$ cat config.mk
export PLATFORM = sky130hd
export DESIGN_NAME = key_debounce_multi
export DESIGN_NICKNAME = d
export VERILOG_FILES = /design/src/rtl/key_debounce_multi.sv
export SDC_FILE = /design/constraint.sdc
export NUM_CORES = 1
export LEC_CHECK = 0
export CORE_UTILIZATION = 44
export CTS_CLUSTER_SIZE = 12
export DETAILED_ROUTE_END_ITERATION = 12
export GPL_TIMING_DRIVEN = 0
export SYNTH_ARGS = -nofsm -noshare
export SYNTH_HDL_FRONTEND = slang
export SYNTH_SLANG_ARGS = --single-unit
$ cat constraint.sdc
create_clock -name clk -period 2.2 [get_ports clk]
set_input_delay 0.44 -clock clk [delete_from_list [all_inputs] [get_ports clk]]
set_output_delay 0.44 -clock clk [all_outputs]
set_load 0.02 [all_outputs]
$ cat src/rtl/key_debounce_multi.sv
// key_debounce_multi
//   Multi-channel front-panel key conditioner. Each channel is fully
//   independent and goes through these stages:
//     raw pin -> 2-flop synchroniser -> stability-window debouncer -> level
//     -> press/release edge pulses -> hold FSM (long press, auto-repeat).
//
// Ports
//   clk           : system clock
//   reset_n       : asynchronous active-low reset
//   keyin         : [CH] raw asynchronous key pins
//   key_level     : [CH] debounced level, same polarity as keyin
//   press_pulse   : [CH] 1-cycle pulse when key_level becomes ACTIVE_LEVEL
//   release_pulse : [CH] 1-cycle pulse when key_level leaves ACTIVE_LEVEL
//   long_pulse    : [CH] 1-cycle pulse LONG_CYCLES after press_pulse
//   repeat_pulse  : [CH] 1-cycle pulse every REPEAT_CYCLES after long_pulse
//                   while the key is still held (REPEAT_CYCLES == 0: never)
//
// All outputs are registered.
module key_debounce_multi #(
   parameter int unsigned CH            = 4,
   parameter int unsigned STABLE_CYCLES = 16'd8,
   parameter int unsigned CNT_W         = 16,
   parameter int unsigned LONG_CYCLES   = 24'd20,
   parameter int unsigned REPEAT_CYCLES = 24'd5,
   parameter int unsigned HOLD_W        = 24,
   parameter logic        ACTIVE_LEVEL  = 1'b0
) (
   input  logic          clk,
   input  logic          reset_n,
   input  logic [CH-1:0] keyin,
   output logic [CH-1:0] key_level,
   output logic [CH-1:0] press_pulse,
   output logic [CH-1:0] release_pulse,
   output logic [CH-1:0] long_pulse,
   output logic [CH-1:0] repeat_pulse
);

   // Terminal counts, pre-cast to the counter widths.
   localparam logic [CNT_W-1:0]  STABLE_LAST = CNT_W'(STABLE_CYCLES - 1);
   localparam logic [HOLD_W-1:0] LONG_LAST   = HOLD_W'(LONG_CYCLES - 1);
   localparam logic [HOLD_W-1:0] REPEAT_LAST = HOLD_W'(REPEAT_CYCLES - 1);
   localparam logic              RELEASED    = ~ACTIVE_LEVEL;

   typedef enum logic [1:0] {
      REL = 2'd0,   // key released (or press not yet seen)
      PRS = 2'd1,   // pressed, counting towards long press
      HLD = 2'd2    // long press reached, auto-repeat phase
   } hold_state_t;

   for (genvar i = 0; i < CH; i++) begin : g_ch
      logic              s1;
      logic              s2;
      logic [CNT_W-1:0]  cnt;
      logic              lvl;
      logic              lvl_d;
      logic              press_q;
      logic              release_q;
      logic              long_q;
      logic              repeat_q;
      logic              press_evt;
      logic              release_evt;
      hold_state_t       state;
      hold_state_t       state_nx;
      logic [HOLD_W-1:0] hold_cnt;
      logic [HOLD_W-1:0] hold_cnt_nx;
      logic              long_nx;
      logic              repeat_nx;

      // Debounced level changed on the previous edge. These are the
      // conditions that register into press_pulse / release_pulse, and the
      // hold FSM reacts to them on the same edge so that its counting is
      // aligned with the visible pulses.
      assign press_evt   = (lvl == ACTIVE_LEVEL) && (lvl_d == RELEASED);
      assign release_evt = (lvl == RELEASED) && (lvl_d == ACTIVE_LEVEL);

      // Synchroniser, debouncer and edge pulses.
      always_ff @(posedge clk or negedge reset_n) begin
         if (!reset_n) begin
            s1        <= RELEASED;
            s2        <= RELEASED;
            cnt       <= '0;
            lvl       <= RELEASED;
            lvl_d     <= RELEASED;
            press_q   <= 1'b0;
            release_q <= 1'b0;
         end else begin
            s1        <= keyin[i];
            s2        <= s1;
            lvl_d     <= lvl;
            press_q   <= press_evt;
            release_q <= release_evt;
            // The window restarts whenever s2 agrees with the current level,
            // so a bounce anywhere inside the window throws the count away.
            if (s2 == lvl) begin
               cnt <= '0;
            end else if (cnt < STABLE_LAST) begin
               cnt <= cnt + CNT_W'(1);
            end else begin
               lvl <= s2;
               cnt <= '0;
            end
         end
      end

      // Hold FSM: state register.
      always_ff @(posedge clk or negedge reset_n) begin
         if (!reset_n) begin
            state    <= REL;
            hold_cnt <= '0;
            long_q   <= 1'b0;
            repeat_q <= 1'b0;
         end else begin
            state    <= state_nx;
            hold_cnt <= hold_cnt_nx;
            long_q   <= long_nx;
            repeat_q <= repeat_nx;
         end
      end

      // Hold FSM: next state. A release overrides everything, which also
      // drops any long/repeat pulse that would otherwise fire on that edge.
      always_comb begin
         state_nx    = state;
         hold_cnt_nx = hold_cnt;
         long_nx     = 1'b0;
         repeat_nx   = 1'b0;
         if (release_evt) begin
            state_nx    = REL;
            hold_cnt_nx = '0;
         end else begin
            case (state)
               REL: begin
                  if (press_evt) begin
                     state_nx    = PRS;
                     hold_cnt_nx = '0;
                  end
               end
               PRS: begin
                  if (hold_cnt == LONG_LAST) begin
                     long_nx     = 1'b1;
                     state_nx    = HLD;
                     hold_cnt_nx = '0;
                  end else begin
                     hold_cnt_nx = hold_cnt + HOLD_W'(1);
                  end
               end
               HLD: begin
                  // With repeat disabled the counter simply stays frozen.
                  if (REPEAT_CYCLES != 0) begin
                     if (hold_cnt == REPEAT_LAST) begin
                        repeat_nx   = 1'b1;
                        hold_cnt_nx = '0;
                     end else begin
                        hold_cnt_nx = hold_cnt + HOLD_W'(1);
                     end
                  end
               end
               default: begin
                  state_nx    = REL;
                  hold_cnt_nx = '0;
               end
            endcase
         end
      end

      assign key_level[i]     = lvl;
      assign press_pulse[i]   = press_q;
      assign release_pulse[i] = release_q;
      assign long_pulse[i]    = long_q;
      assign repeat_pulse[i]  = repeat_q;
   end

endmodule
==> impl_metrics.json, run 1 <==
{
  "dominant_combinational_cell_family_by_area_after_synthesis": "simple AND/OR/NAND/NOR gates",
  "syn_area_um2": 9470,
  "timing.critical_path.to_type": "flip-flop",
  "gp_routability_congestion": 0.794,
  "clkSinkCount": 200,
  "synth.yosys.seq_area_share_pct": 53.0,
  "worst_setup_path_start_kind": "flip-flop",
  "max_freq_ghz": 0.457,
  "synth-simple-area-share_pct": 19.5,
  "final_cell_count_no_fill": 1347,
  "floorplan.rows": 53,
  "finalCriticalPeriod_ns": 2.19,
  "slew_viols_final": 0,
  "avg_inst_size_synth_um2": 10.2,
  "postSynthRegisterBits": 200,
  "cts_inserted_buffers": 17,
  "synth_mux_area_share_pct": 0.859,
  "worst_skew_pair.late_latency_ns": 0.43,
  "die_area_um2": 22100,
  "vias_per_cell": 5.41,
  "synth_top_flop_cell": "sky130_fd_sc_hd__dfrtp_1",
  "grt_util_all_layers_pct": 18.5,
  "maxCapViolCount": 0,
  "setup_viol": 0,
  "clk_pin_slew_worst_paths_ns": 0.08,
  "dp_worst_setup_slack_ns": -0.540,
  "num_io_pins": 26,
  "port-buffer-count": 25,
  "firstDrtPassIters": 5,
  "slew_headroom_pct": 44.7,
  "detailed_route_via_count": 7285,
  "cts.root.buffer_cell": "sky130_fd_sc_hd__clkbuf_16",
  "share_of_the_cycle_needed_by_the_critical_path_after_routing_pct": 99.4,
  "clock_power_share_pct": 34.9,
  "worstPathArrival_ns": 2.51,
  "syn2layout_area_growth_pct": 23.8,
  "rsz0062_at_grt": "yes",
  "crit_fanout": 10,
  "leakage_nw": 5.09,
  "cp_slowest_stage_delay_ns": 0.45,
  "initial_antenna_violation_count": 0,
  "antenna_cells": 0,
  "synthCells": 926,
  "die_x_um": 149,
  "critical_path.cell_chain": "nor4_4, nand3_2, o41ai_4, a21oi_4, buf_6, buf_6, a22o_1",
  "num-nets-final": 1098,
  "seq_power_share_pct": 46.5,
  "hold_violations": 0,
  "critPathMostFrequentCell": "sky130_fd_sc_hd__buf_6",
  "cts_tree": "done",
  "power-per-cell-area_nw_per_um2": 714,
  "classification_of_the_worst_slack_hold_path": "in2async",
  "drt_wl_total_um": 20300,
  "required_ns": 2.52,
  "totalPowerFinal_mw": 8.37,
  "synth-edff-count": 0,
  "synth-xor-area-share_pct": 1.85,
  "setup_ws_final_ns": 0.0127,
  "slowest_stage": "sky130_fd_sc_hd__o41ai_4",
  "postLayoutCoreUtil_pct": 55.6,
  "power_frac_comb_pct": 18.7,
  "switching_share_pct": 29.2,
  "number_of_global_route_vias_before_repair": 6681,
  "yosys_warnings": 0,
  "timing.clock.skew_ns": 0.0108,
  "post_synth_num_cell_types": 59,
  "layout_common_cells": "sky130_fd_sc_hd__dfrtp_1 (161), sky130_fd_sc_hd__nand2_1 (81), sky130_fd_sc_hd__buf_4 (61)",
  "internal_power_mw": 5.92,
  "aggregate_global_routing_overflow": 0,
  "switchingPower_mw": 2.44,
  "route.detailed.wl_per_inst_um": 15.1,
  "synth_compound_area_share_pct": 15.3,
  "path_class": "reg2reg",
  "drcViolationCount": 0,
  "clock_tree.buffer_depth": 2,
  "synth_fa_ha_area_share_pct": 4.23,
  "core_area_um2": 21100,
  "grt_pass1_wl_um": 32800,
  "ir_worst_vdd_uv": 438,
  "drive_gt1_share_pct": 21.3,
  "worst_slew_pin_slew_ns": 0.829,
  "synth-async-reset-ratio_pct": 100,
  "status": "complete, no violations",
  "die_height_um": 149,
  "cts_htree_levels": 4,
  "detailedRoute.firstIterationViolations": 559,
  "initial_utilization_pct": 44.9,
  "grt_start_max_net_pins": 109,
  "mostFrequentLayoutCell": "sky130_fd_sc_hd__dfrtp_1",
  "dpl.hpwl_um": 12500,
  "drtAntennaViolNets": 0,
  "numPlacedInstances": 1274
}
==> worst paths after layout <==
kind                                                        from                                to  slack, ns  cells after the start
worst max-delay path            g_ch[3].hold_cnt[15]$_DFFE_PN0P_  g_ch[3].hold_cnt[13]$_DFFE_PN0P_       0.01                      7
worst max register to register  g_ch[3].hold_cnt[15]$_DFFE_PN0P_  g_ch[3].hold_cnt[13]$_DFFE_PN0P_       0.01                      7
worst min register to register              g_ch[0].s1$_DFF_PN1_              g_ch[0].s2$_DFF_PN1_       0.36                      0
worst min-delay path                                     reset_n  g_ch[1].hold_cnt[10]$_DFFE_PN0P_      0.009                      1
max in group asynchronous                                reset_n              g_ch[0].s1$_DFF_PN1_       1.23                      2
min in group clk                            g_ch[0].s1$_DFF_PN1_              g_ch[0].s2$_DFF_PN1_       0.36                      0
==> critical path: cells and delay by family, from the launching register on <==
family / cells / cell delay [ns]
AOI/OAI and AO/OA: 3 / 0.81
DFF: 1 / 0.44
and+or+nand+nor: 2 / 0.52
buffers and inverters: 2 / 0.32
==> stage by stage <==
stage	instance area (µm²)	hold WS, ns	setup TNS, ns
floorplan	9650	0.144	0
global placement	10200	0.347	-1543.85
detailed placement	10300	0.348	-26.89
CTS	11100	0.0835	0
global route	11700	0.0753	-2.05
finish	11700	0.00948	0
==> logic make-up (layout without fill, tap and decap cells) <==
family,Yosys count,after routing
adders and majority gates,32,32
xor gates and xnor gates,20,20
buffers and inverters,97,195
AOI/OAI and AO/OA,217,218
DFF,200,200
and+or+nand+nor,351,351
muxes,8,8
other,1,48
==> layer usage <==
layer	wire (µm)	vias up	global-route usage, %
met3	631	25	3.61
met4	246	0	5.31
li1	-	3570	-
met1	9850	3560	26.2
met2	9610	130	28.8
met5	0	-	0
==> flip-flops by register name, summed over array words and instances (netlist names) <==
| name | count |
|---|---|
| g_ch.cnt | 64 |
| g_ch.hold_cnt | 96 |
| g_ch.long_q | 4 |
| g_ch.lvl | 4 |
| g_ch.lvl_d | 4 |
| g_ch.press_q | 4 |
| g_ch.release_q | 4 |
| g_ch.repeat_q | 4 |
| g_ch.s1 | 4 |
| g_ch.s2 | 4 |
| g_ch.state | 8 |
==> cells in the mapped netlist (14+ instances only) <==
| library cell | n | area, µm² |
|---|---|---|
| sky130_fd_sc_hd__nand2_1 | 89 | 334 |
| sky130_fd_sc_hd__clkbuf_1 | 15 | 56.3 |
| sky130_fd_sc_hd__dfrtp_1 | 184 | 4600 |
| sky130_fd_sc_hd__nor4_1 | 32 | 200 |
| sky130_fd_sc_hd__nand4_1 | 20 | 125 |
| sky130_fd_sc_hd__and3_1 | 26 | 163 |
| sky130_fd_sc_hd__nand2b_1 | 19 | 119 |
| sky130_fd_sc_hd__a21oi_1 | 50 | 250 |
| sky130_fd_sc_hd__dfstp_2 | 16 | 420 |
| sky130_fd_sc_hd__o21ai_0 | 40 | 200 |
| sky130_fd_sc_hd__buf_2 | 14 | 70.1 |
| sky130_fd_sc_hd__buf_4 | 22 | 165 |
| sky130_fd_sc_hd__inv_1 | 42 | 158 |
| sky130_fd_sc_hd__nor2_1 | 45 | 169 |
| sky130_fd_sc_hd__a41oi_1 | 14 | 123 |
| sky130_fd_sc_hd__nand3_1 | 55 | 275 |
| sky130_fd_sc_hd__ha_1 | 32 | 400 |
| sky130_fd_sc_hd__a31oi_1 | 59 | 369 |
| sky130_fd_sc_hd__a22o_1 | 14 | 123 |
==> area by class of cell <==
type,count,area [µm²]
multi-input combinational,677,4600
timing repair buffer,71,642
tap,275,344
fill,1846,9360
inverter,42,158
buffer,51,388
clock buffer,20,447
clock inverter,11,91.3
sequential,200,5050
==> repair_timing <==
| item | 4_1_cts | 5_1_grt |
|---|---|---|
| hold buffers | 0 | 0 |
| hold endpoints to repair | 0 | 0 |
| gates resized for setup | 45 | 91 |
| gates cloned | 0 | 7 |
| buffers inserted | 8 | 31 |
| pin swaps | 10 | 38 |
| setup endpoints to repair | 94 | 95 |
==> power by group through the flow <==
stage / logic [mW] / clock network, mW / registers (mW)
2_1_floorplan: 0.829 / 0 / 3.94
6_report: 1.56 / 2.92 / 3.89
3_3_place_gp: 1.20 / 0 / 3.96
5_1_grt: 1.72 / 3.18 / 3.90
4_1_cts: 1.36 / 3.01 / 3.89
3_5_place_dp: 1.22 / 0 / 3.96
Power figures use the tool's default switching activity.
==> inputs of run 2 (changes only) <==
- DONT_BUFFER_PORTS: unset -> 1
==> impl_metrics.json, run 2 (same netlist as run 1, synthesis figures left out) <==
{
  "slowest_stage": "sky130_fd_sc_hd__dfrtp_2",
  "hold_violations": 199,
  "grt_start_max_net_pins": 201,
  "setup_viol": 0,
  "cts_inserted_buffers": 17,
  "num-nets-final": 1082,
  "clkSinkCount": 200,
  "finalCriticalPeriod_ns": 2.17,
  "critPathMostFrequentCell": "sky130_fd_sc_hd__buf_4",
  "number_of_global_route_vias_before_repair": 6725,
  "gp_routability_congestion": 0.789,
  "worst_skew_pair.late_latency_ns": 0.44,
  "classification_of_the_worst_slack_hold_path": "in2async",
  "worstPathArrival_ns": 2.47,
  "mostFrequentLayoutCell": "sky130_fd_sc_hd__dfrtp_1",
  "die_area_um2": 22100,
  "detailed_route_via_count": 7271,
  "vias_per_cell": 5.46,
  "die_x_um": 149,
  "die_height_um": 149,
  "power-per-cell-area_nw_per_um2": 727,
  "floorplan.rows": 53,
  "internal_power_mw": 5.92,
  "worst_setup_path_start_kind": "flip-flop",
  "numPlacedInstances": 1248,
  "power_frac_comb_pct": 17.6,
  "initial_utilization_pct": 44.9,
  "drtAntennaViolNets": 0,
  "drcViolationCount": 0,
  "rsz0062_at_grt": "yes",
  "worst_slew_pin_slew_ns": 0.557,
  "top_register": "g_ch.hold_cnt",
  "syn2layout_area_growth_pct": 21.3,
  "critPathTopFamily": "buffers and inverters",
  "aggregate_global_routing_overflow": 0,
  "reg.largest.list": "g_ch.hold_cnt x96, g_ch.cnt x64, g_ch.state x8",
  "antenna_cells": 0,
  "failed_checks": "negative hold slack",
  "num_io_pins": 26,
  "maxCapViolCount": 0,
  "grt_pass1_wl_um": 32900,
  "post_cts_hold_buffer_count": 4,
  "layout_common_cells": "sky130_fd_sc_hd__dfrtp_1 (165), sky130_fd_sc_hd__nand2_1 (84), sky130_fd_sc_hd__buf_4 (71)",
  "slew_headroom_pct": 62.7,
  "setup-tns-final_ns": 0,
  "drive_gt1_share_pct": 21.2,
  "postLayoutCoreUtil_pct": 54.5,
  "cts_htree_levels": 4,
  "largest_reg_flops": 96,
  "route.detailed.wl_per_inst_um": 15.1,
  "ir_worst_vdd_uv": 455,
  "firstDrtPassIters": 5,
  "timing.critical_path.buf_inv": 4,
  "leakage_nw": 5.06,
  "port-buffer-count": 0,
  "switching_share_pct": 29.1,
  "layout.filler_cells": 1833,
  "detailedRoute.firstIterationViolations": 478,
  "seq_power_share_pct": 46.6,
  "dpl.hpwl_um": 12200,
  "clk_pin_slew_worst_paths_ns": 0.08,
  "max_freq_ghz": 0.460,
  "status": "complete, but fails checks",
  "grt_util_all_layers_pct": 18.5,
  "core_area_um2": 21100,
  "timing.clock.skew_ns": 0.0172,
  "final_cell_count_no_fill": 1332,
  "required_ns": 2.49,
  "cp_slowest_stage_delay_ns": 0.46,
  "switchingPower_mw": 2.43,
  "timing.critical_path.to_type": "flip-flop",
  "crit_fanout": 8,
  "slew_viols_final": 0,
  "critical_path.cell_chain": "nor4_2, nand3_1, buf_4, o41ai_4, buf_4, a21oi_4, buf_12, buf_4, a41oi_1, a31oi_1",
  "initial_antenna_violation_count": 0,
  "share_of_the_cycle_needed_by_the_critical_path_after_routing_pct": 98.8,
  "drt_wl_total_um": 20100,
  "clock_power_share_pct": 35.8,
  "finalHoldWorstSlack_ns": -0.314,
  "path_class": "reg2reg",
  "clock_tree.buffer_depth": 2,
  "minimum_setup_slack_among_reg_to_reg_paths_ns": 0.03,
  "cts.root.buffer_cell": "sky130_fd_sc_hd__clkbuf_16",
  "cts_tree": "done"
}
==> run 2: cell types whose count changed in the layout (fill, tap and decap cells not counted), sizes merged <==
cell           previous run  this run
clkinv                    1         5
clkdlybuf4s50            21         0
inv                      46        50
clkinvlp                  6         2
clkbuf                   30        27
buf                      88        92
dlygate4sd2               1         0
dlymetal6s2s              2         0
dlygate4sd3               0         4
==> run 2: timing repair <==
| item | CTS | global route |
|---|---|---|
| setup buffers | 10 | 36 |
| pin swaps | 12 | 34 |
| gates cloned | 1 | 6 |
| setup endpoints to repair | 94 | 94 |
| endpoints found under the hold margin | 204 | 200 |
| resized for setup | 43 | 76 |
==> run 2: through the flow <==
stage | power (mW) | setup WS, ns | instance area [µm²]
5_1_grt | 8.75 | -0.0595 | 11500
3_5_place_dp | 5.05 | -0.511 | 9990
4_1_cts | 8.24 | -0.00319 | 10900
6_report | 8.35 | 0.0259 | 11500
2_1_floorplan | 4.77 | 0.135 | 9650
3_3_place_gp | 5.04 | -0.612 | 9990
==> run 2: cell type report <==
| type | instances | area (µm²) | share of cell area, % |
|---|---|---|---|
| flip-flops and latches | 200 | 5050 | 43.9 |
| multi-input cells | 677 | 4560 | 39.6 |
| repair buffers | 56 | 459 | 4.00 |
| clock buffers | 17 | 425 | 3.70 |
| plain buffers | 50 | 370 | 3.22 |
| well taps | 275 | 344 | 2.99 |
| inverters | 42 | 158 | 1.37 |
| clock inverters | 15 | 131 | 1.14 |
==> run 2: final timing paths <==
kind                                                  start                                to  cells past startpoint
max                        g_ch[2].hold_cnt[15]$_DFFE_PN0P_  g_ch[2].hold_cnt[16]$_DFFE_PN0P_                     10
min                                                 reset_n   g_ch[2].hold_cnt[8]$_DFFE_PN0P_                      0
min in group clk                       g_ch[3].s1$_DFF_PN1_              g_ch[3].s2$_DFF_PN1_                      0
max in group asynchronous                           reset_n              g_ch[2].s1$_DFF_PN1_                      0
max reg2reg                g_ch[2].hold_cnt[15]$_DFFE_PN0P_  g_ch[2].hold_cnt[16]$_DFFE_PN0P_                     10
min reg2reg                            g_ch[3].s1$_DFF_PN1_              g_ch[3].s2$_DFF_PN1_                      0
==> run 2: metal layers <==
metal / vias to the layer above / wire length (µm) / GRT usage (%)
li1: 3553 / - / -
met2: 105 / 9560 / 29.3
met3: 17 / 524 / 3.55
met5: - / 0 / 0
met4: 0 / 255 / 5.92
met1: 3596 / 9780 / 25.7
==> run 2: power by group through the flow <==
| stage | sequential (mW) | combinational, mW | clock [mW] |
|---|---|---|---|
| final | 3.89 | 1.47 | 2.99 |
| after CTS | 3.89 | 1.27 | 3.09 |
| after global routing | 3.91 | 1.61 | 3.23 |
| after detailed placement | 3.96 | 1.09 | 0 |
| after global placement | 3.96 | 1.09 | 0 |
| after floorplan | 3.94 | 0.829 | 0 |
